==> src/rtl/inst_fetch_queue.sv <==
// Show-ahead instruction queue between the I-cache and the decoder.
// The head entry is presented combinationally; fetch is stalled with slack before the queue fills.
module inst_fetch_queue #(
  parameter int DATA_WIDTH  = 32,
  parameter int ADDR_WIDTH  = 32,
  parameter int DEPTH_LOG2  = 3,
  parameter int STALL_SLACK = 2
) (
  input  logic                  clk,
  input  logic                  rst,
  input  logic                  flush,
  input  logic                  i_valid,
  input  logic [ADDR_WIDTH-1:0] i_addr,
  input  logic [DATA_WIDTH-1:0] i_data,
  output logic                  o_stall,
  output logic                  o_valid,
  output logic [ADDR_WIDTH-1:0] o_addr,
  output logic [DATA_WIDTH-1:0] o_data,
  input  logic                  i_ready,
  output logic                  o_overflow
);

  localparam int unsigned DEPTH = 1 << DEPTH_LOG2;
  localparam logic [DEPTH_LOG2:0] FULL_CNT  = (DEPTH_LOG2+1)'(DEPTH);
  localparam logic [DEPTH_LOG2:0] STALL_CNT = (DEPTH_LOG2+1)'(DEPTH - STALL_SLACK);

  logic [ADDR_WIDTH-1:0] addr_mem_q [DEPTH];
  logic [DATA_WIDTH-1:0] data_mem_q [DEPTH];

  logic [DEPTH_LOG2-1:0] rd_ptr_q, rd_ptr_d;
  logic [DEPTH_LOG2-1:0] wr_ptr_q, wr_ptr_d;
  logic [DEPTH_LOG2:0]   count_q,  count_d;
  logic                  overflow_q, overflow_d;

  logic full;
  logic pop;
  logic push;

  assign full = (count_q == FULL_CNT);
  assign pop  = o_valid & i_ready;
  // A full queue still accepts a push when the head leaves in the same cycle.
  assign push = i_valid & (~full | pop);

  always_comb begin
    rd_ptr_d   = rd_ptr_q;
    wr_ptr_d   = wr_ptr_q;
    count_d    = count_q;
    overflow_d = overflow_q;

    if (i_valid && full && !pop) begin
      overflow_d = 1'b1;
    end

    if (flush) begin
      rd_ptr_d = '0;
      wr_ptr_d = '0;
      count_d  = '0;
    end else begin
      if (push) begin
        wr_ptr_d = wr_ptr_q + DEPTH_LOG2'(1);
      end
      if (pop) begin
        rd_ptr_d = rd_ptr_q + DEPTH_LOG2'(1);
      end
      case ({push, pop})
        2'b10:   count_d = count_q + (DEPTH_LOG2+1)'(1);
        2'b01:   count_d = count_q - (DEPTH_LOG2+1)'(1);
        default: count_d = count_q;
      endcase
    end
  end

  always_ff @(posedge clk or posedge rst) begin
    if (rst) begin
      rd_ptr_q   <= '0;
      wr_ptr_q   <= '0;
      count_q    <= '0;
      overflow_q <= 1'b0;
    end else begin
      rd_ptr_q   <= rd_ptr_d;
      wr_ptr_q   <= wr_ptr_d;
      count_q    <= count_d;
      overflow_q <= overflow_d;
    end
  end

  // Storage has no reset: contents are only observable once count covers them.
  always_ff @(posedge clk) begin
    if (push && !flush) begin
      addr_mem_q[wr_ptr_q] <= i_addr;
      data_mem_q[wr_ptr_q] <= i_data;
    end
  end

  assign o_valid    = (count_q != '0);
  assign o_stall    = (count_q >= STALL_CNT);
  assign o_addr     = addr_mem_q[rd_ptr_q];
  assign o_data     = data_mem_q[rd_ptr_q];
  assign o_overflow = overflow_q;

endmodule

==> config.mk <==
export PLATFORM = sky130hd
export DESIGN_NAME = inst_fetch_queue
export DESIGN_NICKNAME = d
export VERILOG_FILES = /design/src/rtl/inst_fetch_queue.sv
export SDC_FILE = /design/constraint.sdc
export NUM_CORES = 1
export LEC_CHECK = 0
export ABC_CLOCK_PERIOD_IN_PS = 21200
export BUFFER_PORTS_ARGS = -buffer_cell sky130_fd_sc_hd__buf_2
export CELL_PAD_IN_SITES_DETAIL_PLACEMENT = 0
export CELL_PAD_IN_SITES_GLOBAL_PLACEMENT = 1
export CORE_AREA = 2 2 194 196
export DETAILED_ROUTE_END_ITERATION = 12
export DIE_AREA = 0 0 196 198
export GPL_TIMING_DRIVEN = 0
export PLACE_DENSITY = 0.84
export SYNTH_ARGS = -nofsm -noshare
export SYNTH_HDL_FRONTEND = slang
export SYNTH_SLANG_ARGS = --single-unit
==> constraint.sdc <==
create_clock -name clk -period 21.2 [get_ports clk]
set_input_delay 4.24 -clock clk [delete_from_list [all_inputs] [get_ports clk]]
set_output_delay 4.24 -clock clk [all_outputs]
set_load 0.03 [all_outputs]
==> load_flow_metrics.sql, run 1 <==
INSERT INTO impl_metrics (metric_group, metric, value, unit) VALUES
('synth', 'synth_xor_xnor_area_share', '0.002632', ''),
('synth', 'post_synth_num_cell_types', '37', ''),
('timing', 'tns', '0', 'ps'),
('timing', 'fin_crit_sh', '0.3343', ''),
('worst_setup_path', 'critical_path.max_fanout', '10', ''),
('worst_setup_path', 'crit-reg2reg-launch', 'count_q[0]$_DFFE_PP0P_', ''),
('drt', 'route.detailed.drc', '0', ''),
('clock_network', 'cts_hold_buffers', '0', ''),
('clock_network', 'numCtsBuffers', '50', ''),
('timing', 'finalSetupViolCount', '0', ''),
('placement', 'place_congestion', '0.7275', ''),
('worst_setup_path', 'crit_path_cell_trace', 'buf_2 > buf_1 > mux4_2 > mux2_2 > buf_2', ''),
('synth', 'synthFlopType', 'sky130_fd_sc_hd__edfxtp_1', ''),
('floorplanning', 'die-height', '198', 'um'),
('worst_setup_path', 'timing.critical_path.mode_cell', 'sky130_fd_sc_hd__buf_2', ''),
('drt', 'drt_wl_cell', '24.77', 'um'),
('clock_network', 'clk_transition_reported_paths', '60', 'ps'),
('synth', 'post_synth.cell_area_avg', '24.20', 'um2'),
('worst_setup_path', 'cp.arrival', '2850', 'ps'),
('synth', 'synth-simple-area-share', '0.009589', ''),
('finish', 'area_growth', '17.38', '%'),
('worst_hold_path', 'worstHoldEndpoint', 'o_overflow$_DFFE_PP0P_', ''),
('synth', 'synth_compound_gate_area_share', '0.006706', ''),
('floorplanning', 'floorplan.rows', '71', ''),
('floorplanning', 'floorplan.initialDensity', '0.5402', ''),
('floorplanning', 'die_width', '196', 'um'),
('clock_network', 'clock_tree_from_tritoncts', 'yes', ''),
('synth', 'synth_top_cell_area_share', '0.7701', ''),
('finish', 'layout.nets', '1123', ''),
('global_routing', 'grtUsageTotal', '0.2064', ''),
('global_routing', 'global_route.overflow_total', '0', ''),
('finish', 'post_route_cells_drive_above_1_share', '0.4299', ''),
('synth', 'post_synth_main_area_contributors', 'sky130_fd_sc_hd__edfxtp_1 (77%), sky130_fd_sc_hd__mux4_2 (14%), sky130_fd_sc_hd__mux2_2 (3.6%), sky130_fd_sc_hd__dfrtp_1 (1.4%), sky130_fd_sc_hd__buf_6 (0.68%)', ''),
('worst_hold_path', 'timing.hold.worst.start', 'o_overflow$_DFFE_PP0P_', ''),
('worst_setup_path', 'buf_inv_on_cp', '3', ''),
('synth', 'synth_mux_area_frac', '0.1816', ''),
('floorplanning', 'floorplan.die_area', '38810', 'um2'),
('worst_setup_path', 'timing.rr.end', 'data_mem_q[0][5]$_DFFE_PP_', ''),
('timing', 'finalCriticalPeriod', '7087', 'ps'),
('worst_setup_path', 'startpoint_type', 'register', ''),
('synth', 'synth_top_family_by_area', 'multiplexers', ''),
('timing', 'slew_headroom', '0.3600', ''),
('finish', 'layout.filler_cells', '2438', ''),
('worst_setup_path', 'crit_family', 'buffers and inverters', ''),
('drt', 'first_pass_detailed_route_iteration_total', '5', ''),
('placement', 'hpwl', '24540', 'um'),
('worst_setup_path', 'timing.critical_path.slowest_stage_cell', 'sky130_fd_sc_hd__buf_1', ''),
('worst_setup_path', 'reg2reg_slack', '18120', 'ps'),
('worst_setup_path', 'critPathRequiredTime', '16960', 'ps'),
('floorplanning', 'coreArea', '36960', 'um2'),
('synth', 'synth_enable_flop_cells', '512', ''),
('synth', 'ys_ff_latch', '523', ''),
('synth', 'synth-warning-count', '0', ''),
('drt', 'via_count', '9073', ''),
('global_routing', 'grt_start_max_net_pins', '25', ''),
('run', 'total_of_max_cap_violations', '0', ''),
('synth', 'synth_top_cells_by_count', 'sky130_fd_sc_hd__edfxtp_1 (512), sky130_fd_sc_hd__mux4_2 (128), sky130_fd_sc_hd__mux2_2 (64), sky130_fd_sc_hd__nor2_1 (16), sky130_fd_sc_hd__buf_6 (12)', ''),
('status', 'outcome', 'complete, no violations', ''),
('synth', 'yosysSeqAreaShare', '0.7839', ''),
('worst_setup_path', 'worst-setup-path-type', 'reg2out', ''),
('synth', 'mappedNetlistArea', '19960', 'um2'),
('global_routing', 'grt_pass1_wl', '58630', 'um'),
('timing', 'timing_worst_slew_pin_value', '952.1', 'ps'),
('worst_setup_path', 'worst_path_max_stage_delay', '650', 'ps'),
('placement', 'placed_cells_incl_taps', '1472', ''),
('synth', 'post_synth_inst_count', '825', ''),
('drt', 'via_per_inst', '5.775', ''),
('drt', 'finalWirelength', '38920', 'um'),
('synth', 'ys_async_sr_fraction', '0.02103', ''),
('drt', 'drtIter0Drc', '665', ''),
('worst_setup_path', 'timing.reg2reg.worst_path_depth', '8', '');
worst reg2reg max path: cells and delay by family, from the launching register on:
kind / cells / cell delay [ps]
simple gates: 3 / 1340
buf+inv: 4 / 820
compound gates: 1 / 120
flops: 1 / 510
metrics by stage:
step | worst slack [ps] | instance area (um2) | hold WS (ps)
after floorplan | 9523 | 19960 | 534.2
after global placement | 3331 | 21220 | 453.6
after detailed placement | 14240 | 21850 | 469.3
after CTS | 14090 | 23420 | 482.6
after global routing | 14000 | 23430 | 502.6
final | 14110 | 23430 | 481.5
metal layers:
layer / wire (um) / track usage / vias up / share of wire
li1: - / - / 3993 / -
met1: 16150 / 0.2836 / 4738 / 0.41
met2: 19620 / 0.3422 / 265 / 0.50
met3: 2287 / 0.04343 / 67 / 0.059
met4: 797 / 0.05584 / 10 / 0.020
met5: 68 / 0 / - / 0.0017
state kept, by name, summed over array words and instances (netlist names):
signal and count:
o_overflow 1, addr_mem_q 256, count_q 4, wr_ptr_q 3, data_mem_q 256, rd_ptr_q 3
layout by cell type, fill, tap and decap left out, types with 6 or more instances in the layout:
cell type and instances:
sky130_fd_sc_hd__edfxtp_1 512, sky130_fd_sc_hd__buf_2 138, sky130_fd_sc_hd__dfrtp_1 11, sky130_fd_sc_hd__diode_2 6, sky130_fd_sc_hd__clkbuf_16 51, sky130_fd_sc_hd__buf_12 13, sky130_fd_sc_hd__clkinv_1 13, sky130_fd_sc_hd__mux4_2 128
sky130_fd_sc_hd__nand2_1 6, sky130_fd_sc_hd__buf_1 10, sky130_fd_sc_hd__mux2_2 64, sky130_fd_sc_hd__buf_4 19, sky130_fd_sc_hd__clkinv_2 14, sky130_fd_sc_hd__nor2_1 10, sky130_fd_sc_hd__clkbuf_1 17, sky130_fd_sc_hd__nor2_4 6
sky130_fd_sc_hd__buf_6 18
power by group:
part	switching (W)	internal, W	total [W]
Sequential	0.0000108	0.00116	0.00117
Clock	0.000364	0.000488	0.000851
Combinational	0.000331	0.000283	0.000614
kinds of logic after synthesis:
family          Yosys count
simple gates             39
flops                   523
compound gates           17
xor+xnor                  6
mux                     194
buf+inv                  42
fa+ha+maj                 4
cell type report:
type	count	area, um2	share of cell area
antenna	6	15.01	0.0006407
buffer	39	250.2	0.01068
clock buffer	58	1303	0.05558
clock inverter	35	270.3	0.01153
inverter	3	11.26	0.0004805
multi-input combinational	260	4110	0.1754
sequential	523	15650	0.6678
tap	474	593.1	0.02531
timing repair buffer	173	1231	0.05254
how the worst max path moves through the flow:
stage                            startpoint  cells after the start  slack [ps]                          end
finish              rd_ptr_q[1]$_DFFE_PP0P_                      5       14110                    o_addr[3]
global placement                    i_ready                      5        3330  data_mem_q[0][11]$_DFFE_PP_
global route        rd_ptr_q[1]$_DFFE_PP0P_                      5       14000                   o_data[30]
floorplan                           i_ready                      5        9520   addr_mem_q[0][0]$_DFFE_PP_
CTS                 rd_ptr_q[2]$_DFFE_PP0P_                      4       14090                   o_data[16]
detailed placement                  i_ready                      9       14240   data_mem_q[0][6]$_DFFE_PP_
Power figures use the tool's default switching activity.
==> run 2: changes to the inputs <==
ABC_CLOCK_PERIOD_IN_PS = 6450   (was 21200)
CORE_AREA = 2 2 207 209   (was 2 2 194 196)
DIE_AREA = 0 0 209 211   (was 0 0 196 198)
PLACE_DENSITY = 0.79   (was 0.84)
clock period = 6.45 ns   (was 21.2 ns; I/O delays follow)
==> run 2 against run 1 <==
Effect of this change: sequential cell count unchanged; global-route usage down 2.5 points; clock power rose to 3.2 times the previous value; power rose to 3.2 times the previous value; register-to-register slack worse by 15000 ps; core utilization down 7.4 points; sequential power rose to 3.3 times the previous value; critical endpoint is now o_data[8].
==> load_flow_metrics.sql, run 2 (same netlist as run 1, synthesis figures left out) <==
INSERT INTO impl_metrics (metric_group, metric, value, unit) VALUES
('finish', 'instances_no_fill', '1617', ''),
('finish', 'layout.cells.most_common_list', 'sky130_fd_sc_hd__edfxtp_1 (512), sky130_fd_sc_hd__buf_2 (138), sky130_fd_sc_hd__mux4_2 (128)', ''),
('worst_setup_path', 'reg2reg_slack', '3590', 'ps'),
('global_routing', 'antenna_found_initial', '4', ''),
('timing', 'final_max_slew_viol_count', '0', ''),
('run', 'total_of_max_cap_violations', '0', ''),
('timing', 'final.hold.worst_slack', '474.0', 'ps'),
('clock_network', 'cts_resized', '0', ''),
('finish', 'layout.nets', '1111', ''),
('drt', 'via_per_inst', '5.589', ''),
('clock_network', 'ctsHtreeMaxLevel', '2', ''),
('timing', 'timing.clock.skew', '13.96', 'ps'),
('clock_network', 'numCtsBuffers', '50', ''),
('pwr', 'power.total', '0.008546', 'W'),
('global_routing', 'global_route.overflow_total', '0', ''),
('placement', 'place_congestion', '0.7284', ''),
('finish', 'layout.filler_cells', '3043', ''),
('worst_setup_path', 'startpoint_type', 'register', ''),
('global_routing', 'grtUsageTotal', '0.1810', ''),
('timing', 'finalSetupViolCount', '0', ''),
('floorplanning', 'floorplan.rows', '75', ''),
('clock_network', 'max-clock-path-buffers', '3', ''),
('timing', 'tns', '0', 'ps'),
('pwr', 'power.static_leakage', '7.488', 'nW'),
('finish', 'register_area', '15650', 'um2'),
('clock_network', 'cts_hold_buffers', '0', ''),
('worst_setup_path', 'crit_path_cell_trace', 'buf_2 > buf_1 > mux4_2 > mux2_2 > buf_2', ''),
('clock_network', 'clock_sinks', '523', ''),
('drt', 'route.detailed.drc', '0', ''),
('clock_network', 'latest_clock_arrival_within_the_worst_skew_pair', '580', 'ps'),
('timing', 'timing_worst_slew_pin_value', '884.7', 'ps'),
('global_routing', 'grt_pass1_wl', '58280', 'um'),
('drt', 'drtAntennaViolNets', '0', ''),
('drt', 'drtIter0Drc', '672', ''),
('timing', 'grt_setup_unrepaired', 'no', ''),
('worst_setup_path', 'critical_path.max_fanout', '10', ''),
('finish', 'final_common_cell', 'sky130_fd_sc_hd__edfxtp_1', ''),
('worst_setup_path', 'critPathRequiredTime', '5160', 'ps'),
('worst_setup_path', 'worst_path_max_stage_delay', '630', 'ps'),
('floorplanning', 'coreArea', '41760', 'um2'),
('floorplanning', 'ios', '136', ''),
('worst_setup_path', 'cp.arrival', '2930', 'ps'),
('worst_hold_path', 'timing.hold.worst.class', 'reg2reg', ''),
('clock_network', 'cts.repair_timing.setup_buffer_count', '0', ''),
('global_routing', 'global_route.peak_usage_layer', 'met2', ''),
('global_routing', 'gr-usage-met1', '0.2526', ''),
('finish', 'post_route_cells_drive_above_1_share', '0.4191', ''),
('drt', 'finalWirelength', '39140', 'um'),
('finish', 'biggestRegsByFlops', 'addr_mem_q: 256 flops, data_mem_q: 256 flops, count_q: 4 flops', ''),
('clock_network', 'clock_tree_from_tritoncts', 'yes', ''),
('global_routing', 'grt_util_met3', '0.03985', ''),
('finish', 'area_growth', '17.17', '%'),
('drt', 'via_count', '9037', ''),
('timing', 'finalCriticalPeriod', '4219', 'ps'),
('worst_setup_path', 'crit_path_end_kind', 'primary output', ''),
('worst_setup_path', 'worst-setup-path-type', 'reg2out', ''),
('pwr', 'ir_drop', '221.6', 'uV'),
('floorplanning', 'floorplan.initialDensity', '0.4781', ''),
('global_routing', 'grt_start_max_net_pins', '25', ''),
('finish', 'multiInputGateArea', '4128', 'um2'),
('placement', 'placed_cells_incl_taps', '1525', ''),
('timing', 'timing_hold_violations_final', '0', ''),
('drt', 'drt_wl_cell', '24.20', 'um'),
('status', 'outcome', 'complete, no violations', ''),
('clock_network', 'clk_transition_reported_paths', '60', 'ps'),
('drt', 'first_pass_detailed_route_iteration_total', '4', ''),
('pwr', 'power.density_cell_area', '365.4', 'nW/um2'),
('floorplanning', 'die-height', '211', 'um'),
('placement', 'io_buffers', '133', ''),
('floorplanning', 'die_width', '209', 'um'),
('worst_setup_path', 'timing.critical_path.mode_cell', 'sky130_fd_sc_hd__buf_2', ''),
('floorplanning', 'floorplan.die_area', '44100', 'um2'),
('clock_network', 'clock_tree.root_cell', 'sky130_fd_sc_hd__clkbuf_16', ''),
('timing', 'fmaxAchievable', '0.2370', 'GHz'),
('global_routing', 'grt_pass1_vias', '9553', ''),
('placement', 'hpwl', '23990', 'um'),
('worst_setup_path', 'timing.critical_path.slowest_stage_cell', 'sky130_fd_sc_hd__buf_1', ''),
('global_routing', 'grt_met2_use', '0.2937', ''),
('timing', 'slew_headroom', '0.4076', ''),
('timing', 'fin_crit_sh', '0.6540', '');
[run 2: cell count changes in the layout (fill, tap and decap cells not counted), sizes merged]
| cell | change |
|---|---|
| bufinv | -3 |
| buf | -12 |
| diode | -4 |
| inv | +1 |
| clkbuf | +10 |
| clkinvlp | -2 |
| clkinv | -9 |
[run 2: routing by layer]
metal  vias to the layer above  part of all wire
li1                       3942                 -
met1                      4811              0.44
met2                       229              0.49
met3                        49             0.053
met4                         6             0.016
met5                         -           0.00095
[run 2: final timing paths]
path,startpoint,endpoint,cells after the start
max,rd_ptr_q[1]$_DFFE_PP0P_,o_data[8],5
min,o_overflow$_DFFE_PP0P_,o_overflow$_DFFE_PP0P_,1
max reg2reg,count_q[0]$_DFFE_PP0P_,addr_mem_q[0][30]$_DFFE_PP_,7
min reg2reg,o_overflow$_DFFE_PP0P_,o_overflow$_DFFE_PP0P_,1
max in group asynchronous,rst,count_q[1]$_DFFE_PP0P_,2
min in group asynchronous,rst,wr_ptr_q[1]$_DFFE_PP0P_,2
[run 2: metrics by stage]
stage	utilization	area [um2]	setup slack, ps
6_report	0.5602	23390	2231
5_1_grt	0.5601	23390	2108
4_1_cts	0.5600	23390	2185
3_5_place_dp	0.5242	21890	2631
3_3_place_gp	0.5105	21320	-3148
2_1_floorplan	-	19980	439.8
[run 2: area by class of cell]
type | instances | area share
multi-input cells | 260 | 0.1765
plain buffers | 39 | 0.01070
inverters | 3 | 0.0004814
clock buffers | 68 | 0.05766
diodes | 2 | 0.0002140
well taps | 539 | 0.02883
clock inverters | 22 | 0.006258
flip-flops and latches | 523 | 0.6691
repair buffers | 161 | 0.05033
[run 2: worst max-delay path, delay by kind of cell (launching register included)]
family	cells	cell delay, ps
mux	2	720
buf+inv	3	1180
flops	1	440
[run 2: power breakdown]
| group | internal (W) | switching, W | total (W) |
|---|---|---|---|
| registers | 0.00380 | 0.0000340 | 0.00384 |
| logic | 0.000928 | 0.00109 | 0.00202 |
| clock network | 0.00150 | 0.00119 | 0.00269 |
==> run 3: changes to the inputs <==
ABC_CLOCK_PERIOD_IN_PS = 4400   (was 6450)
CORE_AREA = 2 2 198 200   (was 2 2 207 209)
DIE_AREA = 0 0 200 202   (was 0 0 209 211)
PLACE_DENSITY = 0.82   (was 0.79)
clock period = 4.4 ns   (was 6.45 ns; I/O delays follow)
==> run 3 against run 2 <==
Effect of this change: critical path depth is the same; non-clock buffer count grew 4; clock power grew 54%; wire length grew 0.12%; clock skew shrank 1.5 ps; die area shrank 8.4%; combinational power grew 47%; cell area grew 0.93%; register-to-register slack lost 2000 ps; global-route usage grew 2.1 points; power grew 49%; critical path type unchanged; largest cell class unchanged.
==> load_flow_metrics.sql, run 3 (same netlist as run 1, synthesis figures left out) <==
INSERT INTO impl_metrics (metric_group, metric, value, unit) VALUES
('status', 'outcome', 'complete, no violations', ''),
('timing', 'tns', '0', 'ps'),
('placement', 'place_area', '22000', 'um2'),
('clock_network', 'latest_clock_arrival_within_the_worst_skew_pair', '560', 'ps'),
('timing', 'finalCriticalPeriod', '3787', 'ps'),
('worst_setup_path', 'crit_path_cell_trace', 'buf_2 > buf_1 > mux4_2 > mux2_2 > buf_2', ''),
('worst_setup_path', 'crit_family', 'buffers and inverters', ''),
('placement', 'io_buffers', '133', ''),
('worst_setup_path', 'critPathRequiredTime', '3520', 'ps'),
('worst_setup_path', 'crit_path_end_kind', 'primary output', ''),
('finish', 'layout.cells.most_common_list', 'sky130_fd_sc_hd__edfxtp_1 (512), sky130_fd_sc_hd__buf_2 (138), sky130_fd_sc_hd__mux4_2 (128)', ''),
('run', 'total_of_max_cap_violations', '0', ''),
('global_routing', 'grt_pass1_vias', '9611', ''),
('floorplanning', 'ios', '136', ''),
('global_routing', 'grt_pass1_wl', '59140', 'um'),
('pwr', 'power.static_leakage', '7.601', 'nW'),
('drt', 'finalWirelength', '39190', 'um'),
('finish', 'area_growth', '18.26', '%'),
('placement', 'place_congestion', '0.7243', ''),
('worst_setup_path', 'crit-reg2reg-launch', 'count_q[0]$_DFFE_PP0P_', ''),
('finish', 'postLayoutCoreUtil', '0.6166', ''),
('placement', 'hpwl', '24690', 'um'),
('drt', 'via_count', '9140', ''),
('global_routing', 'antenna_found_initial', '7', ''),
('worst_setup_path', 'cp.arrival', '2910', 'ps'),
('finish', 'final_common_cell', 'sky130_fd_sc_hd__edfxtp_1', ''),
('clock_network', 'clock_sinks', '523', ''),
('timing', 'fin_crit_sh', '0.8607', ''),
('clock_network', 'ctsHtreeMaxLevel', '2', ''),
('floorplanning', 'floorplan.rows', '72', ''),
('floorplanning', 'floorplan.initialDensity', '0.5214', ''),
('global_routing', 'grt_start_max_net_pins', '23', ''),
('worst_setup_path', 'critical_path.max_fanout', '10', ''),
('floorplanning', 'floorplan.die_area', '40400', 'um2'),
('worst_setup_path', 'timing.critical_path.slowest_stage_cell', 'sky130_fd_sc_hd__buf_1', ''),
('worst_setup_path', 'timing.critical_path.mode_cell', 'sky130_fd_sc_hd__buf_2', ''),
('clock_network', 'cts.repair_timing.setup_buffer_count', '0', ''),
('worst_setup_path', 'reg2reg_slack', '1590', 'ps'),
('floorplanning', 'coreArea', '38290', 'um2'),
('timing', 'final_max_slew_viol_count', '0', ''),
('worst_hold_path', 'timing.hold.worst.class', 'in2async', ''),
('drt', 'drtAntennaViolNets', '0', ''),
('drt', 'first_pass_detailed_route_iteration_total', '5', ''),
('finish', 'layout.filler_cells', '2598', ''),
('clock_network', 'clock_tree.root_cell', 'sky130_fd_sc_hd__clkbuf_16', ''),
('timing', 'fmaxAchievable', '0.2641', 'GHz'),
('timing', 'timing_worst_slew_pin_value', '897.0', 'ps'),
('clock_network', 'cts_resized', '0', ''),
('worst_setup_path', 'worst-setup-path-type', 'reg2out', ''),
('clock_network', 'max-clock-path-buffers', '3', ''),
('timing', 'slew_headroom', '0.3975', ''),
('clock_network', 'clk_transition_reported_paths', '60', 'ps'),
('drt', 'drtIter0Drc', '782', ''),
('floorplanning', 'die-height', '202', 'um'),
('timing', 'timing.clock.skew', '12.47', 'ps'),
('worst_setup_path', 'startpoint_type', 'register', ''),
('pwr', 'power.density_cell_area', '540.1', 'nW/um2'),
('worst_setup_path', 'worst_path_max_stage_delay', '640', 'ps'),
('clock_network', 'cts_hold_buffers', '0', ''),
('worst_setup_path', 'timing.reg2reg.worst_path_depth', '6', ''),
('clock_network', 'clock_tree_from_tritoncts', 'yes', ''),
('drt', 'drt_wl_cell', '24.46', 'um'),
('finish', 'post_route_cells_drive_above_1_share', '0.4228', ''),
('timing', 'grt_setup_unrepaired', 'no', ''),
('finish', 'final_design_area_no_fill', '23610', 'um2'),
('clock_network', 'numCtsBuffers', '50', ''),
('floorplanning', 'die_width', '200', 'um'),
('global_routing', 'grtUsageTotal', '0.2017', ''),
('timing', 'finalSetupViolCount', '0', ''),
('timing', 'timing_hold_violations_final', '0', ''),
('worst_setup_path', 'buf_inv_on_cp', '3', ''),
('pwr', 'ir_drop', '318.2', 'uV'),
('finish', 'layout.nets', '1115', ''),
('finish', 'biggestRegsByFlops', 'addr_mem_q: 256 flops, data_mem_q: 256 flops, count_q: 4 flops', ''),
('drt', 'via_per_inst', '5.705', ''),
('drt', 'route.detailed.drc', '0', ''),
('worst_setup_path', 'timing.rr.end', 'addr_mem_q[7][28]$_DFFE_PP_', ''),
('global_routing', 'global_route.overflow_total', '0', '');
==> run 3: cell types whose count changed in the layout (fill, tap and decap cells not counted), sizes merged <==
| cell | change |
|---|---|
| inv | -2 |
| clkinv | +4 |
| bufinv | +3 |
| diode | +1 |
| clkbuf | -3 |
| clkinvlp | -1 |
| buf | +4 |
==> run 3: metal layers <==
metal / vias up / GRT usage / part of all wire / routed length (um)
met4: 8 / 0.05476 / 0.018 / 711
met1: 4845 / 0.2921 / 0.43 / 16960
li1: 3953 / - / - / -
met2: 271 / 0.3203 / 0.49 / 19190
met5: - / 0 / 0.0011 / 42
met3: 63 / 0.03754 / 0.058 / 2284
==> run 3: worst max-delay path by stage <==
stage / start / end / slack (ps) / depth (start not counted)
finish: rd_ptr_q[1]$_DFFE_PP0P_ / o_data[14] / 610 / 5
global route: rd_ptr_q[1]$_DFFE_PP0P_ / o_data[14] / 520 / 5
CTS: rd_ptr_q[1]$_DFFE_PP0P_ / o_data[17] / 540 / 5
detailed placement: i_ready / addr_mem_q[1][28]$_DFFE_PP_ / 1070 / 7
global placement: i_ready / addr_mem_q[6][28]$_DFFE_PP_ / -3320 / 5
floorplan: i_ready / addr_mem_q[6][0]$_DFFE_PP_ / -420 / 5
==> run 3: through the flow <==
stage | instances | hold WS, ps | power, W | setup WS (ps)
5_1_grt | 1600 | 355.5 | 0.01325 | 521.0
3_5_place_dp | 1508 | 458.1 | 0.008749 | 1072
6_report | 1602 | 318.9 | 0.01275 | 612.8
4_1_cts | 1599 | 307.1 | 0.01289 | 535.9
3_3_place_gp | 1476 | 447.3 | 0.008690 | -3315
2_1_floorplan | 825 | 534.2 | 0.007975 | -417.6
==> run 3: power breakdown <==
part | internal [W] | leakage (nW) | switching (W)
Sequential | 0.00557 | 4.77 | 0.0000518
Clock | 0.00243 | 0.790 | 0.00173
Combinational | 0.00136 | 2.04 | 0.00161
==> run 3: layout make-up <==
type / count / area [um2] / area share
clock buffers: 65 / 1371 / 0.05808
repair buffers: 165 / 1310 / 0.05549
clock inverters: 26 / 232.7 / 0.009857
inverters: 3 / 11.26 / 0.0004770
multi-input cells: 260 / 4128 / 0.1748
flip-flops and latches: 523 / 15650 / 0.6629
plain buffers: 39 / 250.2 / 0.01060
diodes: 3 / 7.507 / 0.0003180
well taps: 518 / 648.1 / 0.02745
==> run 3: worst register-to-register path, stage by stage, from the launching register on <==
cell and delay [ps]:
sky130_fd_sc_hd__dfrtp_1 490, sky130_fd_sc_hd__or3_1 440, sky130_fd_sc_hd__o211ai_1 730, sky130_fd_sc_hd__nor2_4 260, sky130_fd_sc_hd__buf_12 260, sky130_fd_sc_hd__buf_12 190, sky130_fd_sc_hd__buf_16 180
